**src/rtl/seq_bit_scanner_if.sv**
```systemverilog
// Handshake/result bundle for the sequential bit scanner.
// master = requester driving scans, slave = the scanner itself.
interface seq_bit_scanner_if #(
  parameter int WIDTH = 16,
  parameter int IDX_W = 4
);
  logic             start;
  logic [WIDTH-1:0] flag_in;
  logic             dir;
  logic             next;
  logic             abort;
  logic             busy;
  logic             hit_valid;
  logic [IDX_W-1:0] hit_idx;
  logic             done;
  logic             found_any;
  logic [IDX_W:0]   hit_count;

  modport master (
    output start, flag_in, dir, next, abort,
    input  busy, hit_valid, hit_idx, done, found_any, hit_count
  );

  modport slave (
    input  start, flag_in, dir, next, abort,
    output busy, hit_valid, hit_idx, done, found_any, hit_count
  );
endinterface

```
**src/rtl/seq_bit_scanner.sv**
```systemverilog
// Sequential first-set-bit scanner: tests one flag bit per clock in either
// direction, stops on each set bit until resumed, and pulses done on exhaustion.
module seq_bit_scanner #(
  parameter int WIDTH = 16,
  parameter int IDX_W = 4
) (
  input  logic              clk,
  input  logic              rst,
  seq_bit_scanner_if.slave  bus
);

  typedef enum logic [1:0] {
    IDLE = 2'd0,
    SCAN = 2'd1,
    HIT  = 2'd2
  } state_t;

  localparam logic [IDX_W-1:0] LAST_UP = IDX_W'(WIDTH - 1);

  state_t           state, state_n;
  logic [WIDTH-1:0] flag_reg, flag_reg_n;
  logic             dir_reg, dir_reg_n;
  logic [IDX_W-1:0] ptr, ptr_n;
  logic [IDX_W-1:0] hit_idx_r, hit_idx_n;
  logic             done_r, done_n;
  logic             found_r, found_n;
  logic [IDX_W:0]   count_r, count_n;

  logic             at_last;
  logic [IDX_W-1:0] ptr_step;

  assign at_last  = dir_reg ? (ptr == '0) : (ptr == LAST_UP);
  assign ptr_step = dir_reg ? (ptr - IDX_W'(1)) : (ptr + IDX_W'(1));

  always_ff @(posedge clk) begin
    if (rst) begin
      state     <= IDLE;
      flag_reg  <= '0;
      dir_reg   <= 1'b0;
      ptr       <= '0;
      hit_idx_r <= '0;
      done_r    <= 1'b0;
      found_r   <= 1'b0;
      count_r   <= '0;
    end else begin
      state     <= state_n;
      flag_reg  <= flag_reg_n;
      dir_reg   <= dir_reg_n;
      ptr       <= ptr_n;
      hit_idx_r <= hit_idx_n;
      done_r    <= done_n;
      found_r   <= found_n;
      count_r   <= count_n;
    end
  end

  always_comb begin
    state_n    = state;
    flag_reg_n = flag_reg;
    dir_reg_n  = dir_reg;
    ptr_n      = ptr;
    hit_idx_n  = hit_idx_r;
    done_n     = 1'b0;
    found_n    = found_r;
    count_n    = count_r;

    // Abort beats start/next and suppresses done; accumulated results are kept.
    if (bus.abort && (state != IDLE)) begin
      state_n = IDLE;
    end else begin
      unique case (state)
        IDLE: begin
          if (bus.start) begin
            flag_reg_n = bus.flag_in;
            dir_reg_n  = bus.dir;
            ptr_n      = bus.dir ? LAST_UP : '0;
            found_n    = 1'b0;
            count_n    = '0;
            state_n    = SCAN;
          end
        end
        SCAN: begin
          if (flag_reg[ptr]) begin
            hit_idx_n = ptr;
            count_n   = count_r + (IDX_W+1)'(1);
            found_n   = 1'b1;
            state_n   = HIT;
          end else if (at_last) begin
            done_n  = 1'b1;
            state_n = IDLE;
          end else begin
            ptr_n = ptr_step;
          end
        end
        HIT: begin
          if (bus.next) begin
            if (at_last) begin
              done_n  = 1'b1;
              state_n = IDLE;
            end else begin
              ptr_n   = ptr_step;
              state_n = SCAN;
            end
          end
        end
        default: state_n = IDLE;
      endcase
    end
  end

  assign bus.busy      = (state != IDLE);
  assign bus.hit_valid = (state == HIT);
  assign bus.hit_idx   = hit_idx_r;
  assign bus.done      = done_r;
  assign bus.found_any = found_r;
  assign bus.hit_count = count_r;

endmodule

```
**src/flat_wrapper.sv**
```systemverilog
// flat-port wrapper written by rule: the top's interface ports become plain ports
module seq_bit_scanner_flat 
#(
  parameter int WIDTH = 16,
  parameter int IDX_W = 4
)
  (clk, rst, bus_start, bus_flag_in, bus_dir, bus_next, bus_abort, bus_busy, bus_hit_valid, bus_hit_idx, bus_done, bus_found_any, bus_hit_count);
  seq_bit_scanner_if #(.WIDTH(WIDTH), .IDX_W(IDX_W)) bus_i ();
  input  logic clk;
  input  logic rst;
  input wire logic [$bits(bus_i.start)-1:0] bus_start;
  input wire logic [$bits(bus_i.flag_in)-1:0] bus_flag_in;
  input wire logic [$bits(bus_i.dir)-1:0] bus_dir;
  input wire logic [$bits(bus_i.next)-1:0] bus_next;
  input wire logic [$bits(bus_i.abort)-1:0] bus_abort;
  output wire logic [$bits(bus_i.busy)-1:0] bus_busy;
  output wire logic [$bits(bus_i.hit_valid)-1:0] bus_hit_valid;
  output wire logic [$bits(bus_i.hit_idx)-1:0] bus_hit_idx;
  output wire logic [$bits(bus_i.done)-1:0] bus_done;
  output wire logic [$bits(bus_i.found_any)-1:0] bus_found_any;
  output wire logic [$bits(bus_i.hit_count)-1:0] bus_hit_count;
  assign bus_i.start = bus_start;
  assign bus_i.flag_in = bus_flag_in;
  assign bus_i.dir = bus_dir;
  assign bus_i.next = bus_next;
  assign bus_i.abort = bus_abort;
  assign bus_busy = bus_i.busy;
  assign bus_hit_valid = bus_i.hit_valid;
  assign bus_hit_idx = bus_i.hit_idx;
  assign bus_done = bus_i.done;
  assign bus_found_any = bus_i.found_any;
  assign bus_hit_count = bus_i.hit_count;
  seq_bit_scanner #(.WIDTH(WIDTH), .IDX_W(IDX_W)) u_core (.clk(clk), .rst(rst), .bus(bus_i));
endmodule
```
**config.mk**
```make
export PLATFORM = sky130hd
export DESIGN_NAME = seq_bit_scanner_flat
export DESIGN_NICKNAME = d
export VERILOG_FILES = /design/src/rtl/seq_bit_scanner_if.sv /design/src/rtl/seq_bit_scanner.sv /design/src/flat_wrapper.sv
export SDC_FILE = /design/constraint.sdc
export NUM_CORES = 1
export LEC_CHECK = 0
export CAP_MARGIN = 20
export CORE_ASPECT_RATIO = 1.25
export CORE_UTILIZATION = 55
export CTS_CLUSTER_SIZE = 30
export DETAILED_ROUTE_END_ITERATION = 10
export PLACE_DENSITY = 0.84
export SLEW_MARGIN = 15
export SYNTH_ARGS = -nofsm -noshare
export SYNTH_HDL_FRONTEND = slang
export SYNTH_SLANG_ARGS = --single-unit
```
**constraint.sdc**
```tcl
create_clock -name clk -period 4 [get_ports clk]
set_input_delay 0.4 -clock clk [delete_from_list [all_inputs] [get_ports clk]]
set_output_delay 0.4 -clock clk [all_outputs]
set_load 0.01 [all_outputs]
```
==> flow_metrics.py <==
metrics = {
    "setup_path": {
        "max_stage_delay_ns": 0.57,
        "critPathSlowestCell": "mux4_2",
        "crit_top_cell": "a32o_1",
        "required_ns": 4.19,
        "worstPathArrival_ns": 2.48,
        "critPathKind": "flop to flop",
        "end_kind": "flop",
        "cp-start-kind": "flop",
        "cp_cell_sequence": "mux4_2, a32o_1, a31oi_4, nor2_1, a32o_1",
        "crit_fanout": 13,
    },
    "timing": {
        "slew_headroom": 0.5528,
        "finalSetupViolCount": 0,
        "fin_hold_ws_ns": 0.4537,
        "fin_worst_skew_ns": 0.007660,
        "hold_viol_final": 0,
        "rsz0062_at_grt": "false",
        "timing.fmax_mhz": 436.5,
        "slew_violations": 0,
        "timing.final.crit_share": 0.5727,
        "post-route-min-period_ns": 2.291,
        "tns_ns": 0,
        "tightestPinTransition_ns": 0.6637,
    },
    "cells_and_area": {
        "largest_reg_flops": 16,
        "layoutNonFillerInstCount": 284,
        "area_growth_pct": 22.87,
        "final_common_cell": "nand2_1",
        "nNetsFinal": 276,
        "final_cell_mix": "40 x nand2_1, 34 x clkdlybuf4s50_1, 34 x dfxtp_1",
        "fillerInstances": 269,
        "final_cell_area_um2": 2278,
        "drive_above_1_share": 0.07692,
        "antenna_cells": 0,
    },
    "pwr": {
        "p_total_mw": 1.260,
        "power_leakage_nw": 0.8711,
        "ir_worst_vdd_mv": 0.4182,
        "p_per_area_nw_per_um2": 553.0,
    },
    "synth": {
        "synth_top_family_by_area": "compound AO/OA/AOI/OAI gates",
        "syn-cell-area_um2": 1854,
        "synthXorXnorAreaFrac": 0.01417,
        "synth_adder_area_share": 0.05803,
        "yosys_register_bits": 34,
        "yosys_warnings": 0,
        "seq_area_frac_synth": 0.3671,
        "synth_cells": 216,
        "synth_cell_types": 45,
        "synthSimpleGateAreaFrac": 0.2126,
        "synthArstFlopShare": 0,
        "avgSynthCellArea_um2": 8.585,
        "synth_edf_count": 0,
        "mappedNetlistNets": 246,
        "synth_compound_area_frac": 0.2281,
        "ys.flop_type": "dfxtp_1",
        "synth_mux_area_frac": 0.06883,
    },
    "grt": {
        "grt_overflow": 0,
        "grt_use_total": 0.2557,
        "grt_max_degree": 36,
        "grt_pass1_wl_um": 6548,
        "antenna_found_initial": 0,
        "grt_pass1_vias": 1533,
    },
    "detailed_routing": {
        "antenna_left": 0,
        "drc": 0,
        "wl_per_cell_um": 13.47,
        "dr.pass1.iters": 4,
        "drt_iter0_drc": 59,
        "drt-total-wl_um": 3826,
        "via_per_inst": 5.690,
        "dr_total_vias": 1616,
    },
    "clock_tree": {
        "ctsHoldBuffers": 0,
        "h-tree-depth": 2,
        "clk_latency_ns": 0.29,
        "cts_tree": "built",
        "cts.sinks": 34,
        "clk_path_buf_depth": 2,
        "cts_resized": 0,
        "path_clk_slew_ns": 0.07,
        "cts_setup_buffers": 0,
        "numCtsBuffers": 5,
        "cts_root_buffer": "clkbuf_8",
    },
    "status": {
        "status": "complete, no violations",
    },
    "floorplan": {
        "die_y_um": 66.92,
        "core.rowCount": 23,
        "top_level_ports": 35,
        "die_w_um": 53.94,
        "die-area_um2": 3609,
        "initial_utilization": 0.5753,
        "coreArea_um2": 3223,
    },
    "flow_run": {
        "drv_cap": 0,
    },
    "place": {
        "placed_cells": 276,
        "place_area_um2": 2183,
        "hpwl_um": 2808,
        "io_buffers": 34,
        "gp_congestion": 0.8691,
    },
    "hold_path": {
        "hold_class": "flop to flop",
    },
}
==> critical path: cells and delay by family (launching register included) <==
family / cells / cell delay (ns)
DFF: 1 / 0.53
muxes: 1 / 0.57
AOI/OAI and AO/OA: 3 / 0.93
and+or+nand+nor: 1 / 0.14
==> logic make-up after synthesis <==
| group | after synthesis |
|---|---|
| buffers and inverters | 20 |
| DFF | 34 |
| xor gates and xnor gates | 3 |
| and+or+nand+nor | 82 |
| muxes | 10 |
| adders and majority gates | 8 |
| AOI/OAI and AO/OA | 59 |
==> Yosys cell counts, types with 2 or more instances <==
library cell | count | area (um^2)
a211o_1 | 2 | 17.52
a21o_1 | 3 | 22.52
a21oi_1 | 22 | 110.1
a22o_1 | 3 | 26.28
a2bb2oi_1 | 2 | 17.52
a31oi_1 | 2 | 12.51
a32o_1 | 2 | 20.02
and2_1 | 2 | 12.51
and3_1 | 2 | 12.51
buf_6 | 2 | 22.52
clkbuf_1 | 8 | 30.03
dfxtp_1 | 34 | 680.7
ha_1 | 7 | 87.58
inv_1 | 8 | 30.03
mux2_2 | 2 | 22.52
mux2i_1 | 6 | 60.06
mux4_2 | 2 | 45.04
nand2_1 | 40 | 150.1
nand2b_1 | 9 | 56.30
nand3_1 | 4 | 20.02
nand3b_1 | 2 | 15.01
nor2_1 | 8 | 30.03
nor2b_1 | 7 | 43.79
nor3_1 | 4 | 20.02
o21ai_0 | 11 | 55.05
xnor2_1 | 3 | 26.28
==> report_power, final <==
part           internal, mW  total (mW)  switching [mW]
Combinational         0.236       0.514           0.278
Sequential            0.396       0.482          0.0857
Clock                 0.138       0.264           0.126
Total                 0.771        1.26           0.489
==> path summary, 6_finish.rpt <==
check                           cells after the start  slack (ns)          startpoint                 endpoint
worst max register to register                      5        1.71       u_core.ptr[1]  u_core.bus.hit_count[1]
worst min-delay path                                2        0.45  u_core.flag_reg[0]       u_core.flag_reg[0]
worst min register to register                      2        0.45  u_core.flag_reg[0]       u_core.flag_reg[0]
worst max-delay path                                5        1.71       u_core.ptr[1]  u_core.bus.hit_count[1]
==> metrics by stage <==
stage	utilization	worst slack [ns]
after floorplan	-	2.031
after global placement	0.6774	1.769
after detailed placement	0.6774	1.714
after CTS	0.7069	1.714
after global routing	0.7069	1.568
final	0.7069	1.709
==> routing by layer <==
layer | track usage | vias up | part of all wire
met2 | 0.4444 | 44 | 0.52
met1 | 0.2684 | 744 | 0.41
met3 | 0.07763 | 8 | 0.045
met4 | 0.1250 | 0 | 0.024
met5 | 0 | - | 0
li1 | - | 820 | -
==> layout make-up <==
type	count	area [um^2]	share of cell area
multi-input combinational	162	1079	0.4734
sequential	34	680.7	0.2987
timing repair buffer	35	347.8	0.1527
clock buffer	6	82.58	0.03624
tap	37	46.29	0.02032
inverter	8	30.03	0.01318
clock inverter	2	12.51	0.005491
(Power assumes the default switching activity.)
